**config.mk**
```make
export PLATFORM = sky130hd
export DESIGN_NAME = keypad_entry
export DESIGN_NICKNAME = d
export VERILOG_FILES = /design/src/rtl/keypad_entry.sv
export SDC_FILE = /design/constraint.sdc
export NUM_CORES = 1
export LEC_CHECK = 0
export ABC_CLOCK_PERIOD_IN_PS = 6200
export CAP_MARGIN = 30
export CORE_ASPECT_RATIO = 2
export CORE_UTILIZATION = 40
export CTS_BUF_LIST = sky130_fd_sc_hd__clkbuf_2
export DETAILED_ROUTE_END_ITERATION = 6
export SYNTH_ARGS = -nofsm -noshare
export SYNTH_HDL_FRONTEND = slang
export SYNTH_SLANG_ARGS = --single-unit
```
**constraint.sdc**
```tcl
create_clock -name clk -period 6.2 [get_ports clk]
set_input_delay 1.24 -clock clk [delete_from_list [all_inputs] [get_ports clk]]
set_output_delay 1.24 -clock clk [all_outputs]
set_load 0.01 [all_outputs]
```
**src/rtl/keypad_entry.sv**
```systemverilog
// keypad_entry: 4x4 keypad scan/debounce/decode into a BCD HHMM entry; define KEYPAD_TIME_CHECK_EN to range-check HHMM on enter
module keypad_entry #(
    parameter int SCAN_DIV       = 250000,
    parameter int DEBOUNCE_SCANS = 4
) (
    input  logic        clk,
    input  logic        rst,
    input  logic [3:0]  col,
    output logic [3:0]  row,
    output logic [3:0]  key_code,
    output logic        key_valid,
    output logic [15:0] entry,
    output logic [2:0]  entry_cnt,
    output logic        entry_done,
    output logic        entry_err
);
    localparam int PW = SCAN_DIV > 1 ? $clog2(SCAN_DIV) : 1;
    localparam int DW = $clog2(DEBOUNCE_SCANS + 1);
    // nibble {r,c} holds the key at row r, column c
    localparam logic [63:0] KEY_MAP = 64'hDF0E_C987_B654_A321;
    typedef enum logic [1:0] {SCAN, DEBOUNCE, HELD} state_t;
    state_t state, state_n;
    logic [3:0] col_m, col_s, pat;
    logic [PW-1:0] pre;
    logic [1:0] r, c, c_sel;
    logic [DW-1:0] db_cnt, rel_cnt;
    logic tick, adv, latch, db_inc, accept, rel_inc, rel_clr;
    logic enter, full, time_ok;
    assign tick  = pre == PW'(SCAN_DIV - 1);
    assign row   = ~(4'b1000 >> r);
    assign c_sel = !col_s[0] ? 2'd0 : !col_s[1] ? 2'd1 : !col_s[2] ? 2'd2 : 2'd3;
    assign enter = key_valid && key_code == 4'hB;
    assign full  = entry_cnt == 3'd4;
`ifdef KEYPAD_TIME_CHECK_EN
    assign time_ok = entry[15:8] <= 8'h23 && entry[7:4] <= 4'h5;
`else
    assign time_ok = 1'b1;
`endif
    always_ff @(posedge clk) begin
        if (rst) state <= SCAN;
        else     state <= state_n;
    end
    always_comb begin
        state_n = state;
        adv     = 1'b0;
        latch   = 1'b0;
        db_inc  = 1'b0;
        accept  = 1'b0;
        rel_inc = 1'b0;
        rel_clr = 1'b0;
        if (tick) begin
            case (state)
                SCAN:
                    if ($onehot(~col_s)) begin
                        latch   = 1'b1;
                        state_n = DEBOUNCE;
                    end else adv = 1'b1;
                DEBOUNCE:
                    if (col_s != pat) begin
                        adv     = 1'b1;
                        state_n = SCAN;
                    end else if (db_cnt == DW'(DEBOUNCE_SCANS - 1)) begin
                        accept  = 1'b1;
                        state_n = HELD;
                    end else db_inc = 1'b1;
                HELD:
                    if (col_s != 4'hF) rel_clr = 1'b1;
                    else if (rel_cnt == DW'(DEBOUNCE_SCANS - 1)) begin
                        rel_clr = 1'b1;
                        state_n = SCAN;
                    end else rel_inc = 1'b1;
                default: state_n = SCAN;
            endcase
        end
    end
    always_ff @(posedge clk) begin
        if (rst) begin
            col_m     <= 4'hF;
            col_s     <= 4'hF;
            pre       <= '0;
            r         <= 2'd0;
            c         <= 2'd0;
            pat       <= 4'hF;
            db_cnt    <= '0;
            rel_cnt   <= '0;
            key_valid <= 1'b0;
            key_code  <= 4'h0;
        end else begin
            col_m     <= col;
            col_s     <= col_m;
            pre       <= tick ? '0 : pre + 1'b1;
            r         <= adv ? r + 2'd1 : r;
            c         <= latch ? c_sel : c;
            pat       <= latch ? col_s : pat;
            db_cnt    <= latch ? DW'(1) : db_inc ? db_cnt + 1'b1 : db_cnt;
            rel_cnt   <= rel_clr ? '0 : rel_inc ? rel_cnt + 1'b1 : rel_cnt;
            key_valid <= accept;
            key_code  <= accept ? KEY_MAP[{r, c, 2'b00} +: 4] : key_code;
        end
    end
    always_ff @(posedge clk) begin
        if (rst) begin
            entry      <= 16'h0000;
            entry_cnt  <= 3'd0;
            entry_done <= 1'b0;
            entry_err  <= 1'b0;
        end else begin
            entry_done <= enter && full && time_ok;
            entry_err  <= enter && !(full && time_ok);
            if (key_valid && key_code <= 4'd9 && !full) begin
                entry     <= entry_cnt == 3'd0 ? {12'h000, key_code} : {entry[11:0], key_code};
                entry_cnt <= entry_cnt + 3'd1;
            end else if ((key_valid && key_code == 4'hA) || (enter && full && !time_ok)) begin
                entry     <= 16'h0000;
                entry_cnt <= 3'd0;
            end else if (enter && full) entry_cnt <= 3'd0;
        end
    end
endmodule
```
* Word-level counts from Yosys, hierarchy flattened
Cells that the tools add are included.
** Word-level totals
- Word-level logic and storage cells :: 100
- Flip-flop bits (word level) :: 68
- Output and inout bits :: 30
- Input port bits :: 6
** Operators by class
- Shifts and indexed selects :: 2
- Multiplexer cells :: 40
- $lt $le $gt $ge :: 1
- Reduce and logical (&&, ||, !) cells :: 16
- Equal/unequal tests :: 15
- $add $sub $neg :: 8
- Bitwise operators :: 2
** Operators with widths (number)
- $shiftx A64 B7 Y4 const A :: 1
- $mux W16 :: 3
- $mux W1 :: 25
- $add A18 B1 Y18 const B :: 1
- $eq A18 B18 Y1 const B :: 1
- $mux W2 :: 7
- $add A3 B1 Y3 const B :: 3
- $mux W3 :: 3
- $eq A4 B4 Y1 const B :: 2
- $not A4 Y4 :: 2
- $eq A3 B2 Y1 const B :: 2
- $logic_and A1 B1 Y1 :: 6
- $ne A2 B2 Y1 const B :: 3
- $pmux W2 S3 :: 1
- $reduce_or A2 Y1 :: 3
- $reduce_and A5 Y1 :: 1
- $add A1 B1 Y2 :: 2
- $le A4 B4 Y1 const B :: 1
- $ne A4 B4 Y1 :: 1
- $ne A4 B4 Y1 const B :: 1
- $reduce_bool A2 Y1 :: 2
- $shr A4 B2 Y4 const A :: 1
- $add A2 B2 Y3 :: 1
- $eq A3 B1 Y1 const B :: 1
- other kinds (10) :: 10

* Logic depth before layout (Yosys ltp)
- Depth in word-level cells :: 8
- Mapped depth :: 9
- Mapped depth without buffers :: 9

* Worst setup path after synthesis
Ideal clock, no wire load.
- Path kind :: reg2reg
- From :: reg col_s[0]
- To :: reg pat[0]
- Required time :: 6.070 ns
- Library setup time :: 0.130 ns
- Path slack :: 3.625 ns
- Stages on the path, launching flop included :: 10
- Arrival time :: 2.445 ns
- Period minus slack after synthesis :: 2.575 ns
- Buffers on the path :: 0
- Path through :: dfxtp_1 fa_1 inv_1 ha_1 ha_1 nand2b_1 nor4_1 nand3_1 mux2i_1 nand2_1
** Between the ends
- Cells in the longest elaborated chain, start to end :: 7
** Ends and longest elaborated chain
- from (decl) :: line 23 : logic [3:0] col_m, col_s, pat;
- from (signal assigned) :: line 90 : col_s <= col_m;
- $not A4 Y4 :: line 54 : if ($onehot(~col_s)) begin
- $add A1 B1 Y2 (not written as such) :: line 54
- $add A2 B2 Y3 (not written as such) :: line 54
- $eq A3 B1 Y1 :: line 54
- $mux W1 :: line 54
- $mux W1 :: line 52 : case (state)
- $mux W1 :: line 51 : if (tick) begin
- to (signal assigned) :: line 94 : pat <= latch ? col_s : pat;
- to (decl) :: line 23
Several ways; a longest one is shown, not always the timed one.
A chain may end at the register's enable or synchronous reset.

* Final worst setup path
- From :: reg r[1]
- To :: out row[3]
** Between the ends
- Cells in the longest elaborated chain, start to end :: 2
** Ends and longest elaborated chain
- from (decl) :: line 25 : logic [1:0] r, c, c_sel;
- from (signal assigned) :: line 92 : r <= adv ? r + 2'd1 : r;
- $shr A4 B2 Y4 :: line 30 : assign row = ~(4'b1000 >> r);
- $not A4 Y4 :: line 30
- to (decl) :: line 9 : output logic [3:0] row,
Every way passes these cells.

==> results.toml <==
[run_status]
status = "complete, no violations"

[cts]
numClockSinks = 68
postCtsSetupBuffers = 0
cts-root-buf = "clkbuf_2"
clk_pin_slew_worst_paths_ns = 0.17
clock_latency_ns = 0.51
cts_resized = 0
numCtsBuffers = 9
cts_tree = "done"
cts.path.max_buffers = 2
cts_max_level = 3
cts_hold_buf = 0

[timing]
fmax_mhz = 305.2
fin_worst_skew_ns = 0.02330
rsz0062_at_grt = "false"
setup_viol = 0
tightest_slew_ns = 0.9484
drv_slew = 0
min_period_ns = 3.276
setup_ws_ns = 2.924
finalSetupTns_ns = 0
slew_headroom = 0.3654
hold_violations = 0
min_period_over_period = 0.5284

[logic_synthesis]
syn-num-nets = 370
ys_seq_area_frac = 0.4361
synth_top_area_cell = "dfxtp_1"
yosysUniqueCellTypes = 43
netlist_area_sq_um = 3122
yosys.area.top_type_share = 0.4361
synth_cells = 344
synth_area_leaders = "dfxtp_1, ha_1, nor2_1"
synth_area_per_cell_sq_um = 9.075
yosys_register_bits = 68
ys_warn_count = 0

[global_route]
grt_max_degree = 46
grt_pass1_vias = 2432
grt_pass1_wl_microns = 11230
gr-total-overflow = 0
antenna_found_initial = 0
grt_use_total = 0.1821

[setup_path]
crit_fanout = 11
cp-end-kind = "output pin"
arrival_ns = 2.04
startpoint_type = "register"
cp_data_required_time_ns = 4.96
path_class = "register to output pin"
r2r_start = "col_s[0]"
cp-startpoint = "r[1]"
reg2reg_depth = 10

[floorplan]
dieHeight_microns = 126.9
die_area_sq_um = 8183
initial_core_util = 0.4138
core_sq_um = 7545
die_w_microns = 64.47
placement_rows = 45
boundaryPins = 36

[power_and_ir_drop]
leakage_nw = 1.372
p_per_area_nw_per_um2 = 187.0
max-vdd-ir-drop_uv = 125.8

[min_path]
min_path_cells = 1
hp-start = "col_m[2]"
hold_class = "register to register"

[route]
drc = 0
vias_per_cell = 5.166
dr_total_vias = 2464
wl_per_cell_microns = 13.70
drtIter0Drc = 104
first_pass_iters = 4
ant_nets = 0
wl_microns = 6534

[final_layout]
drive_above_1_share = 0.09138
final_cell_mix = "dfxtp_1, nor2_1, clkdlybuf4s50_1, ha_1"
fin_nets = 404
mostFrequentLayoutCell = "dfxtp_1"
final_cells = 477
area_growth_pct = 16.11
antenna_cells = 0

[place]
io_buffers = 35
dp_hpwl_microns = 4838
gp_congestion = 0.8333
dp_slack_ns = 2.976
place.detailed.instances = 461

[job]
drv_cap = 0
## cells in the mapped netlist (all sizes together)
master	instances
and3	7
nand3b	1
a21boi	1
nand2b	2
or3	3
nand3	15
nor2b	5
nand2	19
xor2	11
and4	1
a22oi	16
dfxtp	68
fa	1
nor3b	2
nor4	4
or2	8
ha	19
nor4b	1
a41oi	1
o41ai	4
and2	1
o21ai	7
a31oi	1
a221oi	1
clkbuf	9
a31o	2
nor3	9
nor2	53
nand4b	2
buf	5
xnor2	9
mux2	2
inv	18
nand4	7
mux2i	8
a21oi	16
o211ai	5
## power breakdown
part           switching [mW]  internal (mW)  leakage, nW  total (mW)
logic                  0.0180         0.0121        0.758      0.0301
clock network           0.146         0.0571       0.0634       0.203
registers             0.00335          0.441        0.550       0.445
## sequential cells by signal (all words and copies together), names as in the netlist, 2 cells and up
register,cells
state,2
entry,16
pat,4
r,2
rel_cnt,3
entry_cnt,3
col_m,4
c,2
pre,18
key_code,4
db_cnt,3
col_s,4
## per-layer routing
metal	wire length, microns	part of all wire	global-route usage	up-vias
met2	3642	0.56	0.3418	38
met4	267	0.041	0.1072	0
met3	144	0.022	0.05036	15
met1	2480	0.38	0.1675	1153
li1	-	-	-	1258
met5	0	0	0	-
## logic make-up after synthesis
kind of cell / Yosys count / synth area share
DFF: 68 / 0.4361
and+or+nand+nor: 140 / 0.2353
xor gates and xnor gates: 20 / 0.05611
AOI/OAI and AO/OA: 54 / 0.1142
muxes: 10 / 0.03527
adders and majority gates: 20 / 0.08257
buffers and inverters: 32 / 0.04048
## through the flow
step           instance area (sq um)  power [mW]    util  hold WS, ns
2_1_floorplan                   3122      0.4729       -       0.3895
3_3_place_gp                    3546      0.4840  0.4700       0.3908
3_5_place_dp                    3546      0.4843  0.4700       0.3923
4_1_cts                         3625      0.6884  0.4804       0.4063
5_1_grt                         3625      0.7125  0.4804       0.4225
6_report                        3625      0.6779  0.4804       0.3957
## critical path: stages, from the launching register on
cell and delay (ns):
dfxtp_1 0.58, inv_1 0.16, ha_1 0.21, inv_1 0.05, clkdlybuf4s50_1 0.52
## worst paths after layout
kind / endpoint / slack [ns]
setup / recovery: row[3] / 2.92
hold / removal: col_s[2] / 0.40
setup reg to reg: pat[1] / 3.55
hold reg to reg: col_s[2] / 0.40
## cell type report
class	count	area, sq um
Fill cell	754	3920
Multi-Input combinational cell	244	1634
Sequential cell	68	1361
Timing Repair Buffer	37	365.4
Tap cell	94	117.6
Inverter	18	67.56
Clock buffer	13	65.06
Clock inverter	3	13.76
(Power assumes the default switching activity.)
